--- src/rtl/scroll_bg_renderer.sv ---
// Pipelined scrolling background renderer: VGA (DrawX, DrawY) -> upscaled, wrapped ROM address,
// then registered palette colour with a transparency flag. Offsets only change at the frame boundary.
module scroll_bg_renderer #(
    parameter int SRC_W       = 320,
    parameter int SRC_H       = 240,
    parameter int SCALE_SHIFT = 1,
    parameter int IDX_W       = 4,
    parameter int V_ACTIVE    = 480,
    parameter int TRANS_INDEX = 0,
    parameter int ADDR_W      = $clog2(SRC_W * SRC_H),
    parameter int XW          = $clog2(SRC_W),
    parameter int YW          = $clog2(SRC_H)
) (
    input  logic              vga_clk,
    input  logic              Reset,
    input  logic [9:0]        DrawX,
    input  logic [9:0]        DrawY,
    input  logic              blank,
    input  logic [XW-1:0]     scroll_x,
    input  logic [YW-1:0]     scroll_y,
    input  logic              scroll_ld,
    input  logic              auto_en,
    input  logic [XW-1:0]     auto_step,
    output logic [ADDR_W-1:0] rom_addr,
    input  logic [IDX_W-1:0]  rom_q,
    input  logic [11:0]       pal_rgb,
    output logic [3:0]        red,
    output logic [3:0]        green,
    output logic [3:0]        blue,
    output logic              opaque
);

    localparam int MW = (XW > YW) ? XW : YW;
    localparam int CW = ((MW > 10) ? MW : 10) + 1;
    localparam logic [31:0] SRC_W_U = 32'(SRC_W);
    localparam logic [31:0] SRC_H_U = 32'(SRC_H);

    logic [XW-1:0]     off_x_q, off_x_d, shx_q, shx_d;
    logic [YW-1:0]     off_y_q, off_y_d, shy_q, shy_d;
    logic              pend_q, pend_d;
    logic              v1_q, v2_q;
    logic [ADDR_W-1:0] rom_addr_q, rom_addr_d;
    logic [11:0]       rgb_q, rgb_d;
    logic              opaque_q, opaque_d;

    logic              fb;
    logic [CW-1:0]     sx_sum, sy_sum, sx, sy, ax_sum, ax_wrap;
    logic [XW-1:0]     step_eff, ld_x;
    logic [YW-1:0]     ld_y;

    assign fb = (DrawX == 10'd0) && (DrawY == 10'(V_ACTIVE));

    // Both addends are below the source size in the visible region, so one subtract wraps.
    always_comb begin
        sx_sum     = CW'(DrawX >> SCALE_SHIFT) + CW'(off_x_q);
        sy_sum     = CW'(DrawY >> SCALE_SHIFT) + CW'(off_y_q);
        sx         = (sx_sum >= CW'(SRC_W)) ? sx_sum - CW'(SRC_W) : sx_sum;
        sy         = (sy_sum >= CW'(SRC_H)) ? sy_sum - CW'(SRC_H) : sy_sum;
        rom_addr_d = blank ? (ADDR_W'(sy) * ADDR_W'(SRC_W) + ADDR_W'(sx)) : '0;
    end

    always_comb begin
        step_eff = (32'(auto_step) >= SRC_W_U) ? '0 : auto_step;
        ld_x     = (32'(scroll_x) >= SRC_W_U) ? '0 : scroll_x;
        ld_y     = (32'(scroll_y) >= SRC_H_U) ? '0 : scroll_y;
        ax_sum   = CW'(off_x_q) + CW'(step_eff);
        ax_wrap  = (ax_sum >= CW'(SRC_W)) ? ax_sum - CW'(SRC_W) : ax_sum;
    end

    // A load in the fb cycle re-arms pending for the following boundary.
    always_comb begin
        off_x_d = off_x_q;
        off_y_d = off_y_q;
        pend_d  = pend_q;
        shx_d   = shx_q;
        shy_d   = shy_q;
        if (fb) begin
            if (pend_q) begin
                off_x_d = shx_q;
                off_y_d = shy_q;
                pend_d  = 1'b0;
            end else if (auto_en) begin
                off_x_d = XW'(ax_wrap);
            end
        end
        if (scroll_ld) begin
            shx_d  = ld_x;
            shy_d  = ld_y;
            pend_d = 1'b1;
        end
    end

    always_comb begin
        rgb_d    = v2_q ? pal_rgb : '0;
        opaque_d = v2_q && (rom_q != IDX_W'(TRANS_INDEX));
    end

    always_ff @(posedge vga_clk) begin
        if (Reset) begin
            off_x_q <= '0;
            off_y_q <= '0;
            shx_q   <= '0;
            shy_q   <= '0;
            pend_q  <= 1'b0;
        end else begin
            off_x_q <= off_x_d;
            off_y_q <= off_y_d;
            shx_q   <= shx_d;
            shy_q   <= shy_d;
            pend_q  <= pend_d;
        end
    end

    always_ff @(posedge vga_clk) begin
        if (Reset) begin
            rom_addr_q <= '0;
            v1_q       <= 1'b0;
            v2_q       <= 1'b0;
            rgb_q      <= '0;
            opaque_q   <= 1'b0;
        end else begin
            rom_addr_q <= rom_addr_d;
            v1_q       <= blank;
            v2_q       <= v1_q;
            rgb_q      <= rgb_d;
            opaque_q   <= opaque_d;
        end
    end

    assign rom_addr = rom_addr_q;
    assign red      = rgb_q[11:8];
    assign green    = rgb_q[7:4];
    assign blue     = rgb_q[3:0];
    assign opaque   = opaque_q;

endmodule

--- config.mk ---
export PLATFORM = sky130hd
export DESIGN_NAME = scroll_bg_renderer
export DESIGN_NICKNAME = d
export VERILOG_FILES = /design/src/rtl/scroll_bg_renderer.sv
export SDC_FILE = /design/constraint.sdc
export NUM_CORES = 1
export LEC_CHECK = 0
export CAP_MARGIN = 20
export CORE_UTILIZATION = 45
export CTS_BUF_LIST = sky130_fd_sc_hd__clkbuf_4
export CTS_CLUSTER_SIZE = 30
export DETAILED_ROUTE_END_ITERATION = 8
export PLACE_DENSITY = 0.71
export RECOVER_POWER = 25
export SYNTH_ARGS = -nofsm -noshare
export SYNTH_HDL_FRONTEND = slang
export SYNTH_SLANG_ARGS = --single-unit
--- constraint.sdc ---
create_clock -name vga_clk -period 7.3 [get_ports vga_clk]
set_input_delay 1.46 -clock vga_clk [delete_from_list [all_inputs] [get_ports vga_clk]]
set_output_delay 1.46 -clock vga_clk [all_outputs]
set_load 0.05 [all_outputs]
==> results.json, run 1 <==
{
  "status": "complete, but fails checks",
  "violations": "max-capacitance violations, max-slew violations",
  "grt_pass1_wl_mm": 17.5,
  "synth.distinct_cells": 70,
  "cp.depth": 24,
  "seq_area_frac_synth_pct": 29.7,
  "path_buf_inv": 3,
  "period_minus_slack_ns": 6.53,
  "ys_warn_count": 0,
  "multi_input_area_um2": 3050,
  "final_cell_mix": "clkdlybuf4s50_1, nor2_1, dfxtp_1, ha_1, nand2_1",
  "grt.total_usage_pct": 21.3,
  "die_width_um": 102,
  "fillerInstances": 913,
  "postCtsHoldBufs": 0,
  "grt_overflow": 0,
  "r2r_slack_ns": 1.93,
  "timing.final.crit_share_pct": 89.4,
  "antenna_left": 0,
  "slew_violations": 40,
  "portBuffers": 96,
  "synthArstFlopShare_pct": 0,
  "cts_tree": "done",
  "gp_congestion": 0.878,
  "cp.required_ns": 7.64,
  "area_growth_pct": 26.5,
  "grt_max_degree": 40,
  "clock_path_buffers": 2,
  "maxCapViolations": 1,
  "ff_latch_area_um2": 1340,
  "wl_per_cell_um": 14.2,
  "hold_depth": 1,
  "placementRows": 36,
  "crit_arrival_ns": 6.87,
  "post_cts_buffers": 0,
  "die_area_um2": 10400,
  "crit_slowest_cell": "clkdlybuf4s50_1",
  "crit_chain": "clkdlybuf4s50_1 > ha_1 > inv_1 > fa_1 > nor2b_1 > o21bai_1 > a21boi_1 > nor2_1 > xnor2_1 > ha_1 > nand4b_1 > nor4_2 > o311ai_1 > a2bb2oi_1 > ha_1 > inv_1 > fa_1 > nand2b_1 > a21oi_1 > o21ai_0 > nor3b_1 > nand3_1 > xnor2_1 > mux2i_1",
  "leakage_nw": 2.41,
  "crit_start": "DrawX[1]",
  "antenna_found_initial": 0,
  "layout_commonest_cell": "clkdlybuf4s50_1",
  "finalHoldViolations": 0,
  "clock-sinks": 67,
  "drive_gt1_share_pct": 5.16,
  "first_iter_violations": 91,
  "diodes": 0,
  "coreArea_um2": 9770,
  "hold_class": "flip-flop to flip-flop",
  "via_per_inst": 5.42,
  "ctsHtreeMaxLevel": 3,
  "fin_worst_skew_ns": 0.0173,
  "setup.worst_path.start_class": "input port",
  "r2r_cells": 23,
  "syn_inst": 518,
  "cts_made_buffers": 9,
  "path_clk_slew_ns": 0.11,
  "drt-pass1-iter-count": 4,
  "finalSetupViolCount": 0,
  "final_nets": 738,
  "rr_startpoint": "off_x_q[0]",
  "root_buffer": "clkbuf_4",
  "ys_seq_elements": 67,
  "post-route-drc-count": 0,
  "critPathKind": "input port to flip-flop",
  "critPathMaxFanout": 7,
  "io_pins": 97,
  "syn-cell-area_um2": 4520,
  "grt_pass1_vias": 3824,
  "hp-start": "v1_q",
  "crit_path_end_kind": "flip-flop",
  "worst_pin_slew_ns": 1.66,
  "critical-path-max-stage-delay_ns": 0.49,
  "timing.hold.ws_ns": 0.453,
  "finalWirelength_mm": 10.7,
  "ys.flop_type": "dfxtp_1",
  "vias": 4081,
  "rsz0062_at_grt": "no",
  "pwr_density_cell_nw_per_um2": 149,
  "max_slew_margin_pct": -10.6,
  "initial_core_util_pct": 46.2,
  "syn_area_per_cell_um2": 8.72,
  "cts_resized": 0,
  "crit_top_cell": "ha_1",
  "fmax_mhz": 153,
  "clkLatencyLatePin_ns": 0.41,
  "ir_drop_mv": 0.0807,
  "critPathTopFamily": "simple AND/OR/NAND/NOR gates",
  "synth_nets": 641,
  "synth_edf_count": 0,
  "die_h_um": 102,
  "dpl.hpwl_mm": 8.70,
  "fin_setup_tns_ns": 0
}
==> power breakdown <==
part / switching [mW] / internal [mW] / leakage [nW]
Combinational: 0.141 / 0.120 / 1.81
Sequential: 0.00699 / 0.381 / 0.546
Clock: 0.132 / 0.0704 / 0.0573
==> flip-flops by register name (all words and copies together) (netlist names) <==
signal / cells
rom_addr: 17
rgb_q: 12
off_x_q: 9
shx_q: 9
off_y_q: 8
shy_q: 8
opaque: 1
pend_q: 1
v1_q: 1
v2_q: 1
==> cells by family after synthesis <==
kind of cell | after synthesis | synth area share [%]
DFF | 67 | 29.7
buffers and inverters | 34 | 2.85
and+or+nand+nor | 183 | 20.8
adders and majority gates | 56 | 16.3
AOI/OAI and AO/OA | 137 | 21.9
xor gates and xnor gates | 27 | 5.23
muxes | 14 | 3.18
==> worst register-to-register path, cell delays in order (launching register included) <==
cell and delay, ns:
dfxtp_1 0.38, ha_1 0.18, inv_1 0.06, fa_1 0.40, nor2b_1 0.19, o21bai_1 0.09
a21boi_1 0.19, nor2_1 0.08, xnor2_1 0.46, ha_1 0.27, nand4b_1 0.13, nor4_2 0.48
o311ai_1 0.19, a2bb2oi_1 0.20, ha_1 0.18, inv_1 0.05, fa_1 0.39, nand2b_1 0.18
a21oi_1 0.17, o21ai_0 0.14, nor3b_1 0.35, nand3_1 0.13, xnor2_1 0.21, mux2i_1 0.19
==> Yosys cell counts (all sizes together), types with 4 or more instances <==
| cell | count | area share (%) |
|---|---|---|
| mux2i | 11 | 2.4 |
| inv | 23 | 1.9 |
| a21o | 9 | 1.5 |
| o21ai | 30 | 3.5 |
| fa | 5 | 2.2 |
| a21oi | 28 | 3.2 |
| xnor2 | 15 | 2.9 |
| nand3 | 6 | 0.66 |
| nor2 | 70 | 5.8 |
| a22oi | 14 | 2.3 |
| nor3 | 10 | 1.1 |
| xor2 | 12 | 2.3 |
| clkbuf | 8 | 0.66 |
| nor2b | 10 | 1.4 |
| nor4 | 4 | 0.69 |
| ha | 51 | 14 |
| nor3b | 5 | 0.83 |
| dfxtp | 67 | 30 |
| or3 | 5 | 0.80 |
| o21a | 5 | 0.83 |
| nand2 | 30 | 2.5 |
| o211ai | 4 | 0.66 |
| and2 | 26 | 3.6 |
| a211oi | 10 | 1.7 |
==> metal layers <==
layer / wire [um] / part of all wire [%] / global-route usage [%] / vias up
li1: - / - / - / 2082
met1: 4720 / 44 / 25.4 / 1851
met2: 4980 / 47 / 37.1 / 126
met3: 680 / 6.4 / 4.65 / 22
met4: 282 / 2.6 / 8.46 / 0
met5: 0 / 0 / 0 / -
==> area by class of cell <==
type	count	share of cell area, %
clock buffer	10	1.31
clock inverter	6	0.569
inverter	23	1.51
multi-input combinational	417	53.3
sequential	67	23.5
tap	133	2.91
timing repair buffer	97	16.9
==> metrics by stage <==
stage | std cells | instance area, um^2 | setup slack [ns] | utilization, % | power (mW)
after global placement | 737 | 5610 | 0.668 | 57.4 | 0.652
after floorplan | 518 | 4520 | 1.47 | - | 0.570
after CTS | 753 | 5720 | 0.776 | 58.5 | 0.860
after detailed placement | 737 | 5610 | 0.392 | 57.4 | 0.658
after global routing | 753 | 5710 | 0.317 | 58.5 | 0.902
final | 753 | 5710 | 0.773 | 58.5 | 0.852
==> path summary, 6_finish.rpt <==
path	to
worst max register to register	rom_addr[16]
worst max-delay path	rom_addr[16]
worst min register to register	v2_q
worst min-delay path	v2_q
No activity file was read; power rests on OpenSTA's default activity.
==> inputs of run 2 (changes only) <==
ABC_CLOCK_PERIOD_IN_PS = 7300   (was not set)
==> results of run 2 <==
The final DEF is identical to that of run 1; final timing and power are the same.
==> inputs of run 3 (changes only) <==
CORE_MARGIN = 4   (was not set)
CTS_CLUSTER_DIAMETER = 60   (was not set)
GPL_ROUTABILITY_DRIVEN = 0   (was not set)
==> results.json, run 3 (synthesis results as in run 1) <==
{
  "rsz0062_at_grt": "no",
  "postPlaceCellArea_um2": 5610,
  "clock-sinks": 67,
  "multi_input_area_um2": 3050,
  "critPathTopFamily": "simple AND/OR/NAND/NOR gates",
  "path_buf_inv": 3,
  "cp.depth": 24,
  "die_width_um": 108,
  "ctsHtreeMaxLevel": 3,
  "via_per_inst": 5.43,
  "antenna_found_initial": 0,
  "diodes": 0,
  "critPathKind": "input port to flip-flop",
  "area_growth_pct": 27.6,
  "drive_gt1_share_pct": 5.32,
  "r2r_end": "rom_addr[16]",
  "p_int_mw": 0.640,
  "root_buffer": "clkbuf_4",
  "ir_drop_mv": 0.0840,
  "vias": 4091,
  "finalWirelength_mm": 10.8,
  "finalSetupViolCount": 0,
  "rr_startpoint": "off_x_q[0]",
  "antenna_left": 0,
  "first_iter_violations": 140,
  "finalHoldViolations": 0,
  "coreArea_um2": 9770,
  "layout_commonest_cell": "clkdlybuf4s50_1",
  "fin_worst_skew_ns": 0.0127,
  "post-route-drc-count": 0,
  "die_area_um2": 11700,
  "cp.required_ns": 7.65,
  "period_minus_slack_ns": 6.49,
  "combPwrFrac_pct": 28.6,
  "crit_arrival_ns": 6.84,
  "dpl.hpwl_mm": 8.90,
  "design_area_um2": 5770,
  "p_sw_share_pct": 30.8,
  "clock_path_buffers": 2,
  "portBuffers": 96,
  "fmax_mhz": 154,
  "crit_path_end_kind": "flip-flop",
  "grt_overflow": 0,
  "fillerInstances": 900,
  "critPathMaxFanout": 7,
  "initial_core_util_pct": 46.2,
  "fin_setup_tns_ns": 0,
  "worst_pin_slew_ns": 1.70,
  "hold_depth": 1,
  "post_cts_buffers": 0,
  "timing.final.crit_share_pct": 88.9,
  "grt_pass1_wl_mm": 17.8,
  "postCtsHoldBufs": 0,
  "max_slew_margin_pct": -13.1,
  "path_clk_slew_ns": 0.12,
  "pwr_density_cell_nw_per_um2": 160,
  "cts_made_buffers": 9,
  "crit_slowest_cell": "nor4_2",
  "violations": "max-capacitance violations, max-slew violations",
  "status": "complete, but fails checks",
  "maxCapViolations": 1,
  "power_switching_mw": 0.285,
  "final_nets": 738,
  "r2r_cells": 23,
  "crit_start": "DrawX[1]",
  "critical-path-max-stage-delay_ns": 0.52,
  "final_cell_mix": "clkdlybuf4s50_1, nor2_1, dfxtp_1, ha_1, nand2_1",
  "clkLatencyLatePin_ns": 0.41,
  "cts_tree": "done",
  "slew_violations": 40,
  "r2r_slack_ns": 1.94,
  "leakage_nw": 2.44,
  "crit_chain": "clkdlybuf4s50_1 > ha_1 > inv_1 > fa_1 > nor2b_1 > o21bai_1 > a21boi_1 > nor2_1 > xnor2_1 > ha_1 > nand4b_1 > nor4_2 > o311ai_1 > a2bb2oi_1 > ha_1 > inv_1 > fa_1 > nand2b_1 > a21oi_1 > o21ai_0 > nor3b_1 > nand3_1 > xnor2_1 > mux2i_1",
  "crit_top_cell": "ha_1",
  "drt-pass1-iter-count": 5,
  "cts_resized": 0,
  "grt_max_degree": 40,
  "largest_register_ffs": 17,
  "ff_latch_area_um2": 1340,
  "die_h_um": 108,
  "placementRows": 36,
  "grt_pass1_vias": 3854,
  "grt.total_usage_pct": 18.6,
  "p_seq_share_pct": 41.9,
  "clkPwrFrac_pct": 29.5,
  "setup.worst_path.start_class": "input port",
  "hold_class": "flip-flop to flip-flop",
  "io_pins": 97,
  "crit_end": "rom_addr[16]",
  "wl_per_cell_um": 14.4
}
## run 3: changes by cell type in the layout (fill, tap and decap cells not counted)
cell	before	now
bufinv_16	0	2
clkinvlp_4	2	0
clkbuf_4	10	9
clkinv_1	2	1
clkinv_4	0	1
inv_6	0	1
## run 3: worst min-delay path by stage
stage	startpoint	slack, ns	endpoint
CTS	v1_q	0.46	v2_q
global route	v1_q	0.47	v2_q
detailed placement	v1_q	0.43	v2_q
floorplan	v1_q	0.41	v2_q
global placement	v1_q	0.42	v2_q
finish	v1_q	0.45	v2_q
## run 3: power by group through the flow
stage               clock (mW)  sequential [mW]  combinational [mW]
detailed placement           0            0.396               0.262
CTS                      0.281            0.388               0.264
finish                   0.273            0.387               0.264
floorplan                    0            0.428               0.142
global route             0.300            0.390               0.289
global placement             0            0.396               0.257
## run 3: metrics by stage
step | total power [mW] | setup slack (ns) | hold WS, ns | cells | util [%]
after floorplan | 0.570 | 1.47 | 0.414 | 518 | -
after global placement | 0.652 | 0.667 | 0.424 | 737 | 57.4
after global routing | 0.979 | 0.328 | 0.475 | 753 | 59.0
after detailed placement | 0.658 | 0.397 | 0.428 | 737 | 57.4
after CTS | 0.933 | 0.847 | 0.456 | 753 | 59.0
final | 0.925 | 0.807 | 0.454 | 753 | 59.0
## run 3: final cells by class
type | count | share of cell area [%]
Inverter | 23 | 1.50
Multi-Input combinational cell | 417 | 52.9
Timing Repair Buffer | 97 | 16.7
Clock inverter | 7 | 1.58
Tap cell | 133 | 2.89
Clock buffer | 9 | 1.17
Sequential cell | 67 | 23.3
## run 3: metal layers
layer  wire length (um)  vias up  global-route usage (%)
li1                   -     2075                       -
met1               4740     1867                    23.0
met2               5090      135                    31.6
met3                794       14                    4.06
met4                191        0                    7.30
met5                  0        -                       0
==> edit (config.mk and constraints of run 1) <==
Change the parameter `SRC_W` from 320 to 1280.
--- a/src/rtl/scroll_bg_renderer.sv
+++ b/src/rtl/scroll_bg_renderer.sv
@@ -1,7 +1,7 @@
 // Pipelined scrolling background renderer: VGA (DrawX, DrawY) -> upscaled, wrapped ROM address,
 // then registered palette colour with a transparency flag. Offsets only change at the frame boundary.
 module scroll_bg_renderer #(
-    parameter int SRC_W       = 320,
+    parameter int SRC_W       = 1280,
     parameter int SRC_H       = 240,
     parameter int SCALE_SHIFT = 1,
     parameter int IDX_W       = 4,
Ports: changed (resized auto_step, rom_addr and scroll_x); port bits go from 97 to 103. No check against the original RTL was run, so the function may have changed too.
==> edit against run 1 <==
The run still ends with max-capacitance violations, max-slew violations left; routed wire length rose by 4.9%; setup slack improved by 7.1 ps; cell area rose by 6.9%; sequential cell count rose by 6; utilization rose by 0.42 points; cell count rose by 6.8%; total power rose by 11%; via count rose by 5.3%; area after synthesis rose by 7.4%.
==> edit: results (changes against run 1) <==
slew_headroom: -0.220  # -0.114
ir_worst_vdd_mv: 0.133  # +65%
drtIter0Drc: 174  # +91%
leakage_nw: 2.55  # +5.9%
fin_skew_ps: 16.7  # -0.654 ps
place_congestion: 0.927  # +5.6%
clk_pin_slew_ps: 140  # +30 ps
path_max_fanout: 5  # -2
holdCritStartpoint: "v1_q"
multi_input_area_mm2: 0.00319  # +4.6%
slowest_delay_ps: 490  # about the same
final_layout_size_suffix_gt1_frac: 0.0494  # -0.00221
largest_register_ffs: 19  # +2
routed-via-count: 4297  # +5.3%
regToRegStartpoint: "off_x_q[0]"
grt_use_met3: 0.0538  # +0.00729
clk-power_uw: 274  # +36%
hold_slack_ps: 468  # +14.9 ps
ys_top_cells_by_count: "nor2_1, dfxtp_1, ha_1, nand2_1, a21oi_1"
report.final.setup_viol: 0  # unchanged
pre_cts_ws_ps: 364  # -27.9 ps
syn_nets: 690  # +7.6%
p_seq_frac: 0.447  # -0.008
cts_root_buf: "clkbuf_4"
antenna_cells: 0  # unchanged
via_per_inst: 5.34  # -1.4%
io_buffers: 102  # +6.3%
synth_cell_types: 61  # -13%
met1_usage: 0.247  # -0.00669
r2r_slack_ps: 1910  # -20 ps
hold_class: "flop to flop"
first_global_vias: 4181  # +9.3%
syn_inst: 562  # +8.5%
crit_family: "compound AO/OA/AOI/OAI gates"
wl_per_cell_um: 13.9  # -1.8%
outcome: "complete, but fails checks"
dp_hpwl_um: 9190  # +5.7%
worstHoldEndpoint: "v2_q"
ctsResizeCount: 0  # unchanged
synth_seq_area_share: 0.301  # +0.00439
fillCellCount: 968  # +6.0%
synth_area_leaders: "dfxtp_1, ha_1, nor2_1"
met2_usage: 0.359  # -0.0126
grt_pass1_wl_um: 18800  # +7.7%
violations: "max-capacitance violations, max-slew violations"
cap_violations: 1  # unchanged
post_cts_buffers: 0  # unchanged
grtUsageTotal: 0.209  # -0.00416
hold_path_depth: 1  # unchanged
dp_cells: 788  # +6.9%
p_int_uw: 641  # +12%
r2r-end: "rom_addr[18]"
place_area_mm2: 0.00596  # +6.2%
rr_worst_depth: 29  # +26%
maxSlewViolCount: 43  # +7.5%
power-top-group: "registers"
grt_start_max_net_pins: 43  # +7.5%
pg_seq_uw: 421  # +8.5%
[edit: changes by cell type in the layout (fill, tap and decap cells not counted), moves of 5 or more]
cell,change
and2_1,-5
and2_0,+5
nor2_1,+7
nor4_1,+5
dfxtp_1,+6
clkdlybuf4s50_1,+6
o21ai_0,-5
mux2i_1,+5
[edit: cells by family after synthesis]
logic type               Yosys count  synth area share
XOR/XNOR                          32            0.0606
adder cells (fa/ha/maj)           57             0.155
AND/OR/NAND/NOR                  197             0.198
buffers and inverters             41            0.0415
flip-flops                        73             0.301
multiplexers                      19            0.0400
AO/OA/AOI/OAI                    143             0.204
[edit: worst register-to-register path, delay by kind of cell (launching register included)]
kind / cells / cell delay [ps]
muxes: 1 / 200
adders and majority gates: 5 / 1300
AOI/OAI and AO/OA: 7 / 1350
DFF: 1 / 400
xor gates and xnor gates: 4 / 730
and+or+nand+nor: 9 / 1110
buffers and inverters: 3 / 200
[edit: worst max path at each step]
stage	slack [ps]	end	cells past startpoint	from
floorplan	1410	rom_addr[18]	29	DrawX[1]
global route	380	rom_addr[18]	30	DrawX[1]
global placement	610	rom_addr[18]	30	DrawX[1]
detailed placement	360	rom_addr[18]	30	DrawX[1]
CTS	810	rom_addr[18]	30	DrawX[1]
finish	780	rom_addr[18]	30	DrawX[1]
[edit: area by class of cell]
type / count / area share
repair buffers: 104 / 0.169
multi-input cells: 448 / 0.522
flip-flops and latches: 73 / 0.239
clock inverters: 7 / 0.0139
well taps: 136 / 0.0279
clock buffers: 9 / 0.0111
inverters: 27 / 0.0166
[edit: per-layer routing]
metal  up-vias  share of wire
met1      1929           0.45
met5         -              0
met3        18          0.054
li1       2231              -
met4         0          0.021
met2       119           0.47
